## config.mk

```make
export PLATFORM = sky130hd
export DESIGN_NAME = unified_mem_arbiter
export DESIGN_NICKNAME = d
export VERILOG_FILES = /design/src/rtl/unified_mem_arbiter.sv
export SDC_FILE = /design/constraint.sdc
export NUM_CORES = 1
export LEC_CHECK = 0
export CAP_MARGIN = 25
export CORE_MARGIN = 3
export CORE_UTILIZATION = 32
export CTS_CLUSTER_SIZE = 16
export DETAILED_ROUTE_END_ITERATION = 8
export PLACE_DENSITY = 0.77
export RECOVER_POWER = 50
export SLEW_MARGIN = 20
export SYNTH_ARGS = -nofsm -noshare
export SYNTH_HDL_FRONTEND = slang
export SYNTH_SLANG_ARGS = --single-unit
```

## constraint.sdc

```tcl
create_clock -name clk -period 1.9 [get_ports clk]
set_clock_uncertainty 0.15 [all_clocks]
set_input_delay 0.19 -clock clk [delete_from_list [all_inputs] [get_ports clk]]
set_output_delay 0.19 -clock clk [all_outputs]
set_load 0.1 [all_outputs]
```

## src/rtl/unified_mem_arbiter.sv

```systemverilog
// Shares one synchronous memory port between instruction fetch and data memory.
// One access is outstanding at a time. The data stage has priority, but a
// starvation limit guarantees that a pending fetch is eventually served.
module unified_mem_arbiter #(
  parameter int unsigned ADDR_W     = 32,
  parameter int unsigned DATA_W     = 32,
  parameter int unsigned MEM_LAT    = 2,
  parameter int unsigned STARVE_MAX = 4
) (
  input  logic              clk,
  input  logic              rst,
  input  logic              if_req,
  input  logic [ADDR_W-1:0] if_addr,
  output logic              if_gnt,
  output logic              if_rvalid,
  output logic [DATA_W-1:0] if_rdata,
  input  logic              dm_req,
  input  logic              dm_we,
  input  logic [ADDR_W-1:0] dm_addr,
  input  logic [DATA_W-1:0] dm_wdata,
  output logic              dm_gnt,
  output logic              dm_rvalid,
  output logic [DATA_W-1:0] dm_rdata,
  output logic              mem_en,
  output logic              mem_we,
  output logic [ADDR_W-1:0] mem_addr,
  output logic [DATA_W-1:0] mem_wdata,
  input  logic [DATA_W-1:0] mem_rdata,
  output logic              busy
);

  localparam int unsigned      CNT_W      = 4;
  localparam logic [CNT_W-1:0] LAT_LOAD   = CNT_W'(MEM_LAT - 1);
  localparam logic [CNT_W-1:0] STARVE_LIM = CNT_W'(STARVE_MAX);

  typedef enum logic {IDLE, WAIT} state_t;
  typedef enum logic {OWN_IF, OWN_DM} owner_t;

  state_t           state_q, state_d;
  owner_t           owner_q, owner_d;
  logic             wr_q, wr_d;
  logic [CNT_W-1:0] lat_cnt_q, lat_cnt_d;
  logic [CNT_W-1:0] starve_cnt_q, starve_cnt_d;
  logic             grant_if_c, grant_dm_c;
  logic             complete_c;

  // Control state register
  always_ff @(posedge clk or negedge rst) begin
    if (!rst) begin
      state_q      <= IDLE;
      owner_q      <= OWN_IF;
      wr_q         <= 1'b0;
      lat_cnt_q    <= '0;
      starve_cnt_q <= '0;
    end else begin
      state_q      <= state_d;
      owner_q      <= owner_d;
      wr_q         <= wr_d;
      lat_cnt_q    <= lat_cnt_d;
      starve_cnt_q <= starve_cnt_d;
    end
  end

  // Same-cycle arbitration, memory issue and latency countdown
  always_comb begin
    state_d      = state_q;
    owner_d      = owner_q;
    wr_d         = wr_q;
    lat_cnt_d    = lat_cnt_q;
    starve_cnt_d = starve_cnt_q;
    grant_if_c   = 1'b0;
    grant_dm_c   = 1'b0;
    complete_c   = 1'b0;
    if_gnt       = 1'b0;
    dm_gnt       = 1'b0;
    mem_en       = 1'b0;
    mem_we       = 1'b0;
    mem_addr     = '0;
    mem_wdata    = '0;

    case (state_q)
      IDLE: begin
        // Fetch wins only when alone or when the data stage has hit its limit
        if (if_req && (!dm_req || (starve_cnt_q == STARVE_LIM))) begin
          grant_if_c = 1'b1;
        end else if (dm_req) begin
          grant_dm_c = 1'b1;
        end

        if (grant_if_c) begin
          if_gnt       = 1'b1;
          mem_en       = 1'b1;
          mem_addr     = if_addr;
          owner_d      = OWN_IF;
          wr_d         = 1'b0;
          lat_cnt_d    = LAT_LOAD;
          starve_cnt_d = '0;
          state_d      = WAIT;
        end else if (grant_dm_c) begin
          dm_gnt    = 1'b1;
          mem_en    = 1'b1;
          mem_we    = dm_we;
          mem_addr  = dm_addr;
          mem_wdata = dm_wdata;
          owner_d   = OWN_DM;
          wr_d      = dm_we;
          lat_cnt_d = LAT_LOAD;
          state_d   = WAIT;
          if (!if_req) begin
            starve_cnt_d = '0;
          end else if (starve_cnt_q < STARVE_LIM) begin
            starve_cnt_d = starve_cnt_q + CNT_W'(1);
          end
        end
      end

      WAIT: begin
        if (lat_cnt_q == '0) begin
          complete_c = 1'b1;
          state_d    = IDLE;
        end else begin
          lat_cnt_d = lat_cnt_q - CNT_W'(1);
        end
      end

      default: state_d = IDLE;
    endcase
  end

  // Route the memory response to its owner; writes return zero data
  always_ff @(posedge clk or negedge rst) begin
    if (!rst) begin
      if_rvalid <= 1'b0;
      dm_rvalid <= 1'b0;
      if_rdata  <= '0;
      dm_rdata  <= '0;
    end else begin
      if_rvalid <= complete_c && (owner_q == OWN_IF);
      dm_rvalid <= complete_c && (owner_q == OWN_DM);
      if (complete_c && (owner_q == OWN_IF)) begin
        if_rdata <= mem_rdata;
      end
      if (complete_c && (owner_q == OWN_DM)) begin
        dm_rdata <= wr_q ? '0 : mem_rdata;
      end
    end
  end

  // An access is outstanding
  assign busy = (state_q == WAIT);

endmodule

```

==> PnR_summary.wiki, run 1 <==
{| class="wikitable"
! Metric !! Value
|-
| Overall die area || 13,400 um^2
|-
| First-pass iteration count of the detailed router || 4
|-
| Number of buffers inserted during clock tree synthesis || 9
|-
| Antenna cell count || 0
|-
| Count of placed standard cells including taps || 733
|-
| WP depth || 8
|-
| DPL Wire Length || 11.6 mm
|-
| Number of nets with antenna violations after routing || 0
|-
| Worst Setup EP || mem_addr[0]
|-
| CP max stage cell || sky130_fd_sc_hd__dfrtp_1
|-
| Sequential share of the synthesized area || approximately 50%
|-
| Yosys warns || 0
|-
| Kind of cell with the highest combined delay on the critical path || buffers and inverters
|-
| Data arrival time of the critical path || 1980 ps
|-
| Required time at the worst-slack endpoint || 1560 ps
|-
| IO Port Bufs || 267
|-
| Number of instances in the synthesized netlist || 310
|-
| Post-Place Cell Area || 7890 um^2
|-
| Placeable core area || about 12,000 um^2
|-
| Vias in the first global route || 4,157
|-
| Overall via count from detail_route || roughly 3,800
|-
| Clock-pin transition on the worst setup and hold timing paths || 60 ps
|-
| Filler instances || a little over 700
|-
| Fin. Hold Viols || 0
|-
| Antenna violations before repair || 0
|-
| WL/cell || 20.3 um
|-
| Die Height || about 120 um
|-
| Critical hold path startpoint || mem_rdata[30]
|-
| Initial core utilization || 33.2%
|-
| Final setup fails || 129
|-
| Overall routing resource usage || 22.7%
|-
| Max-slew headroom at the worst pin || 25.5%
|-
| Unrepaired setup endpoints after global routing || true
|-
| Worst path bufs/invs || 4
|-
| Mapped Area || 3850 um^2
|-
| Final min period || 2320 ps
|-
| Area added between synthesis and finish || 130%
|-
| Highest cell delay on the worst timing path || 380 ps
|-
| Crit Reg-Reg Endpoint || dm_rdata[10]
|-
| Cell repeated most along the worst path || sky130_fd_sc_hd__buf_12
|-
| Final cell count without fillers || 777
|-
| Type of the most critical hold path || in2reg
|-
| Top-level port count || roughly 270
|-
| Core Util, Final || 76.2%
|-
| Average footprint of a synthesized cell || 12.4 um^2
|-
| Achievable Freq || 430 MHz
|-
| DIE WIDTH || around 120 um
|-
| # H-tree levels || 3
|-
| Reg2reg start || busy
|-
| Run status || complete, but fails checks
|-
| Global-route wire length before repair || ~23 mm
|-
| Final instance area || 8850 um^2
|-
| GRT Residual Overflow || 0
|-
| Largest cells by area after synthesis || sky130_fd_sc_hd__dfrtp_1 50%, sky130_fd_sc_hd__mux2_2 10%, sky130_fd_sc_hd__mux2_4 7.8%
|-
| Crit Path Max Fanout || 14
|-
| Crit share post-route || 122%
|-
| Net count, final || 765
|-
| Last weighted congestion value of the routability-driven placer || ~0.81
|-
| Share of post-route cells with drive strength above 1 || between 50% and 60%
|-
| Avg Vias per Cell || 4.85
|-
| Root cell of the clock tree || sky130_fd_sc_hd__clkbuf_16
|-
| Crit. End Element || output port
|-
| Number of different library cells in the post-synthesis netlist || 33
|-
| Syn_nets || between 400 and 500
|-
| Worst Slack Setup Final || -424 ps
|-
| Clock Path Buffers || 2
|-
| Area leader, netlist || sky130_fd_sc_hd__dfrtp_1
|-
| DRC viols || 0
|-
| Category of the critical setup timing path || reg2out
|-
| Dominant register cell in the synthesized netlist || sky130_fd_sc_hd__dfrtp_1
|-
| Failing checks || setup timing
|-
| Maximum Capacitance Violations || 0
|-
| R2R cell count || 6
|-
| Drt first-iter violations || 193
|-
| Total number of clock tree sinks || 77
|-
| Async set-reset flop share out of synthesis || 100%
|-
| Routed WL || 15.8 mm
|-
| Latest clock arrival within the worst-skew pair || 330 ps
|-
| Critical Path Source Type || flip-flop
|-
| Portion of synthesized cell area occupied by the leading cell type || around half
|-
| Count of final max-slew check failures || 0
|-
| Worst-path cell chain || inv_2, ha_4, nor2b_4, a311oi_4, buf_12, buf_12, a22o_4, buf_12
|-
| Worst setup path startpoint || starve_cnt_q[0]
|-
| TritonCTS clock tree || built
|-
| Num rows || 39
|-
| Slew at the pin closest to its max-slew limit || 1120 ps
|-
| Total of flip-flops plus latches after synthesis || just under 80
|-
| Setup slack of the worst register-to-register path || -210 ps
|-
| Post-synth EDFFs || 0
|-
| Pin count of the biggest net entering global routing || 39
|}
## registers in the layout, indices dropped and copies added, names as in the netlist
register      flops
busy              1
dm_rdata         32
dm_rvalid         1
if_rdata         32
if_rvalid         1
lat_cnt_q         4
owner_q           1
starve_cnt_q      4
wr_q              1
## synth_stat cells (2+ instances only)
cell                       instances
sky130_fd_sc_hd__dfrtp_1          77
sky130_fd_sc_hd__mux2_2           35
sky130_fd_sc_hd__nor2b_1          35
sky130_fd_sc_hd__a22o_1           34
sky130_fd_sc_hd__and2_1           33
sky130_fd_sc_hd__mux2_4           20
sky130_fd_sc_hd__clkbuf_1         13
sky130_fd_sc_hd__mux2_1            9
sky130_fd_sc_hd__inv_1             8
sky130_fd_sc_hd__buf_2             6
sky130_fd_sc_hd__nand2_1           4
sky130_fd_sc_hd__buf_6             3
sky130_fd_sc_hd__ha_1              3
sky130_fd_sc_hd__nor2_1            3
sky130_fd_sc_hd__o21ai_0           3
sky130_fd_sc_hd__a31oi_1           2
sky130_fd_sc_hd__mux2i_1           2
sky130_fd_sc_hd__nand2b_1          2
sky130_fd_sc_hd__nor3_1            2
sky130_fd_sc_hd__o21bai_1          2
sky130_fd_sc_hd__xnor2_1           2
## routing by layer
metal	GRT usage, %	vias up	share of wire, %	wire [um]
li1	-	1731	-	-
met1	27.4	1855	39	6170
met2	40.5	169	53	8330
met3	6.48	16	7.1	1120
met4	4.56	0	1.1	180
met5	0	-	0	0
## worst register-to-register path, delay by kind of cell (launching register included)
family	cells	cell delay, ps
AND/OR/NAND/NOR	2	620
flip-flops	1	470
buffers and inverters	3	440
multiplexers	1	300
## layout make-up
class | instances | area [um^2] | area share [%]
Clock inverter | 6 | 113 | 1.27
Multi-Input combinational cell | 203 | 2380 | 26.9
Inverter | 8 | 33.8 | 0.382
Clock buffer | 10 | 229 | 2.59
Tap cell | 143 | 179 | 2.02
Sequential cell | 77 | 1930 | 21.8
Timing Repair Buffer | 330 | 3980 | 45.0
## worst min-delay path by stage
stage,depth (start not counted),endpoint,slack (ps)
6_report,2,if_rdata[30],360
5_1_grt,2,if_rdata[23],350
4_1_cts,2,dm_rdata[18],140
3_5_place_dp,1,dm_rdata[18],-60
3_3_place_gp,1,dm_rdata[18],-70
2_1_floorplan,0,dm_rdata[0],-260
## timing repair
| action | CTS | global route |
|---|---|---|
| cloned | 9 | 1 |
| hold buffers | 1 | 0 |
| setup endpoints to repair | 131 | 132 |
| hold endpoints to repair | 77 | 0 |
| resized for setup | 51 | 32 |
| setup buffers | 10 | 14 |
| pin swaps | 4 | 4 |
## through the flow
step | hold slack, ps | setup slack (ps) | setup TNS, ps
after floorplan | -256 | -193 | -17090
after detailed placement | -58.6 | -301 | -17120
after global routing | 352 | -507 | -42650
after CTS | 143 | -474 | -35560
after global placement | -69.7 | -267 | -14550
final | 356 | -424 | -33360
## cell families after synthesis
family / synth area share [%]
xor gates and xnor gates: 0.455
muxes: 21.2
buffers and inverters: 3.70
AOI/OAI and AO/OA: 10.0
adders and majority gates: 0.975
and+or+nand+nor: 13.6
DFF: 50.0
## layout by cell type, fill, tap and decap left out, types with 2 or more instances in the layout
master / instances
sky130_fd_sc_hd__buf_8: 3
sky130_fd_sc_hd__nand2_1: 3
sky130_fd_sc_hd__dfrtp_1: 76
sky130_fd_sc_hd__clkbuf_1: 2
sky130_fd_sc_hd__buf_16: 4
sky130_fd_sc_hd__inv_1: 3
sky130_fd_sc_hd__and2_4: 33
sky130_fd_sc_hd__buf_12: 82
sky130_fd_sc_hd__mux2i_1: 2
sky130_fd_sc_hd__mux2_2: 3
sky130_fd_sc_hd__nand2b_1: 2
sky130_fd_sc_hd__nor3_1: 2
sky130_fd_sc_hd__clkbuf_16: 10
sky130_fd_sc_hd__inv_2: 4
sky130_fd_sc_hd__mux2_4: 61
sky130_fd_sc_hd__clkinv_4: 2
sky130_fd_sc_hd__nor2b_1: 34
sky130_fd_sc_hd__a22o_1: 2
sky130_fd_sc_hd__nor2_1: 3
sky130_fd_sc_hd__xnor2_1: 2
sky130_fd_sc_hd__buf_6: 9
sky130_fd_sc_hd__buf_4: 98
sky130_fd_sc_hd__ha_4: 2
sky130_fd_sc_hd__clkdlybuf4s50_1: 131
sky130_fd_sc_hd__a22o_4: 32
sky130_fd_sc_hd__a31oi_1: 2
sky130_fd_sc_hd__o21ai_0: 3
sky130_fd_sc_hd__bufinv_16: 3
Power of run 1 is not shown: default switching activity piles up to over one toggle a cycle in this logic, so the estimate is an artifact.
==> inputs of run 2 (changes only) <==
--- a/config.mk
+++ b/config.mk
@@ -7,11 +7,13 @@
 export LEC_CHECK = 0
 export CAP_MARGIN = 25
 export CORE_MARGIN = 3
-export CORE_UTILIZATION = 32
+export CORE_UTILIZATION = 38
 export CTS_CLUSTER_SIZE = 16
 export DETAILED_ROUTE_END_ITERATION = 8
-export PLACE_DENSITY = 0.77
+export PLACE_DENSITY = 0.86
 export RECOVER_POWER = 50
+export SKIP_CTS_REPAIR_TIMING = 1
+export SKIP_LAST_GASP = 1
 export SLEW_MARGIN = 20
 export SYNTH_ARGS = -nofsm -noshare
 export SYNTH_HDL_FRONTEND = slang
==> constraint.sdc (replaced) <==
create_clock -name clk -period 2.9 [get_ports clk]
set_clock_uncertainty 0.15 [all_clocks]
set_input_delay 0.29 -clock clk [delete_from_list [all_inputs] [get_ports clk]]
set_output_delay 0.29 -clock clk [all_outputs]
set_load 0.1 [all_outputs]
==> PnR_summary.wiki, run 2 (synthesis results as in run 1) <==
{| class="wikitable"
! Metric !! Value
|-
| IO Port Bufs || approximately 270
|-
| Required time at the worst-slack endpoint || 2460 ps
|-
| Worst Slack Setup Final || 130 ps
|-
| Routed WL || 14.2 mm
|-
| Overall die area || roughly 11,000 um^2
|-
| DRC viols || 0
|-
| Overall routing resource usage || around a quarter
|-
| Unrepaired setup endpoints after global routing || true
|-
| Count of placed standard cells including taps || 698
|-
| Vias in the first global route || around 3,800
|-
| Commonest cells after routing, fill and taps aside || 130 x sky130_fd_sc_hd__clkdlybuf4s50_1, 77 x sky130_fd_sc_hd__dfrtp_1, 68 x sky130_fd_sc_hd__buf_12
|-
| Antenna violations before repair || 0
|-
| Final cell count without fillers || 716
|-
| Data arrival time of the critical path || 2330 ps
|-
| Crit. End Element || output port
|-
| Number of nets with antenna violations after routing || 0
|-
| First-pass iteration count of the detailed router || 4
|-
| Type of the most critical hold path || reg2reg
|-
| Num rows || 36
|-
| Sum of negative setup slack || 0 ps
|-
| Crit share post-route || 95.5%
|-
| Root cell of the clock tree || sky130_fd_sc_hd__clkbuf_8
|-
| Filler instances || ~660
|-
| Total number of clock tree sinks || 77
|-
| Fin. Hold Viols || 0
|-
| Most frequent standard cell in the layout excluding fill and tap cells || sky130_fd_sc_hd__clkdlybuf4s50_1
|-
| Clock-pin transition on the worst setup and hold timing paths || 80 ps
|-
| Crit Path Max Fanout || 44
|-
| Achievable Freq || between 300 and 400 MHz
|-
| Max-slew headroom at the worst pin || 19.4%
|-
| Top-level port count || 268
|-
| Last weighted congestion value of the routability-driven placer || between 0.8 and 0.9
|-
| WL/cell || 19.9 um
|-
| Area added between synthesis and finish || 90.1%
|-
| Category of the critical setup timing path || reg2out
|-
| Largest registers || dm_rdata x32, if_rdata x32
|-
| Run status || complete, no violations
|-
| Clock Path Buffers || 2
|-
| DPL Wire Length || 11.7 mm
|-
| Number of buffers inserted during clock tree synthesis || 9
|-
| Net count, final || ~700
|-
| Latest clock arrival within the worst-skew pair || roughly 340 ps
|-
| Final setup fails || 0
|-
| DIE WIDTH || 107 um
|-
| Drt first-iter violations || 163
|-
| Slew at the pin closest to its max-slew limit || around 1200 ps
|-
| Dpl ws || 365 ps
|-
| Critical Path Source Type || flip-flop
|-
| TritonCTS clock tree || built
|-
| Count of final max-slew check failures || 0
|-
| Antenna cell count || 0
|-
| Maximum Capacitance Violations || 0
|-
| GRT Residual Overflow || 0
|-
| Die Height || around 110 um
|-
| Overall via count from detail_route || 3,546
|-
| # H-tree levels || 3
|-
| Initial core utilization || 39.2%
|-
| Global-route wire length before repair || 21.3 mm
|-
| Share of post-route cells with drive strength above 1 || 40.7%
|-
| Placeable core area || 9820 um^2
|-
| Pin count of the biggest net entering global routing || 78
|-
| Final min period || ~2800 ps
|-
| Avg Vias per Cell || 4.95
|}
## run 2: cell count changes in the layout (fill, tap and decap cells not counted), moves of 14 or more
cell / previous run / this run
sky130_fd_sc_hd__and2_2: 0 / 33
sky130_fd_sc_hd__a22o_2: 0 / 28
sky130_fd_sc_hd__buf_4: 98 / 31
sky130_fd_sc_hd__clkbuf_1: 2 / 47
sky130_fd_sc_hd__mux2_2: 3 / 35
sky130_fd_sc_hd__buf_12: 82 / 68
sky130_fd_sc_hd__mux2_4: 61 / 20
sky130_fd_sc_hd__and2_4: 33 / 0
sky130_fd_sc_hd__a22o_4: 32 / 0
## run 2: worst paths after layout
path | from | endpoint | slack (ps) | cells after the start
hold / removal | dm_rdata[25] | dm_rdata[25] | 350 | 1
setup / recovery | starve_cnt_q[0] | mem_wdata[6] | 130 | 7
setup reg to reg | lat_cnt_q[0] | dm_rdata[28] | 570 | 6
min in group asynchronous | rst | if_rdata[18] | 460 | 2
max in group asynchronous | rst | if_rdata[5] | 710 | 3
hold reg to reg | dm_rdata[25] | dm_rdata[25] | 350 | 1
## run 2: area by class of cell
type	instances	area [um^2]	share of cell area (%)
Timing Repair Buffer	279	3110	42.4
Clock inverter	5	60.1	0.821
Inverter	8	30.0	0.410
Tap cell	133	166	2.27
Multi-Input combinational cell	203	1890	25.8
Clock buffer	11	141	1.93
Sequential cell	77	1930	26.3
## run 2: layer usage
metal	routed length, um	vias to the layer above	track usage [%]
li1	-	1629	-
met1	4930	1720	26.1
met2	7640	168	45.4
met3	1150	29	7.71
met4	503	0	11.0
met5	0	-	0
## run 2: worst max-delay path: stages, from the launching register on
cell	delay, ps
sky130_fd_sc_hd__dfrtp_1	390
sky130_fd_sc_hd__inv_1	70
sky130_fd_sc_hd__ha_1	240
sky130_fd_sc_hd__nor2b_1	180
sky130_fd_sc_hd__a311oi_4	340
sky130_fd_sc_hd__buf_6	320
sky130_fd_sc_hd__and2_2	250
sky130_fd_sc_hd__buf_12	180
## run 2: per-stage QoR
step / hold slack (ps) / cell area (um^2) / util, %
after floorplan: -156 / 3940 / -
after global placement: 329 / 7270 / 74.0
after detailed placement: 337 / 7270 / 74.0
after CTS: -32.3 / 7470 / 76.1
after global routing: 359 / 7320 / 74.5
final: 348 / 7320 / 74.5
Power of run 2 is left out for the same reason.
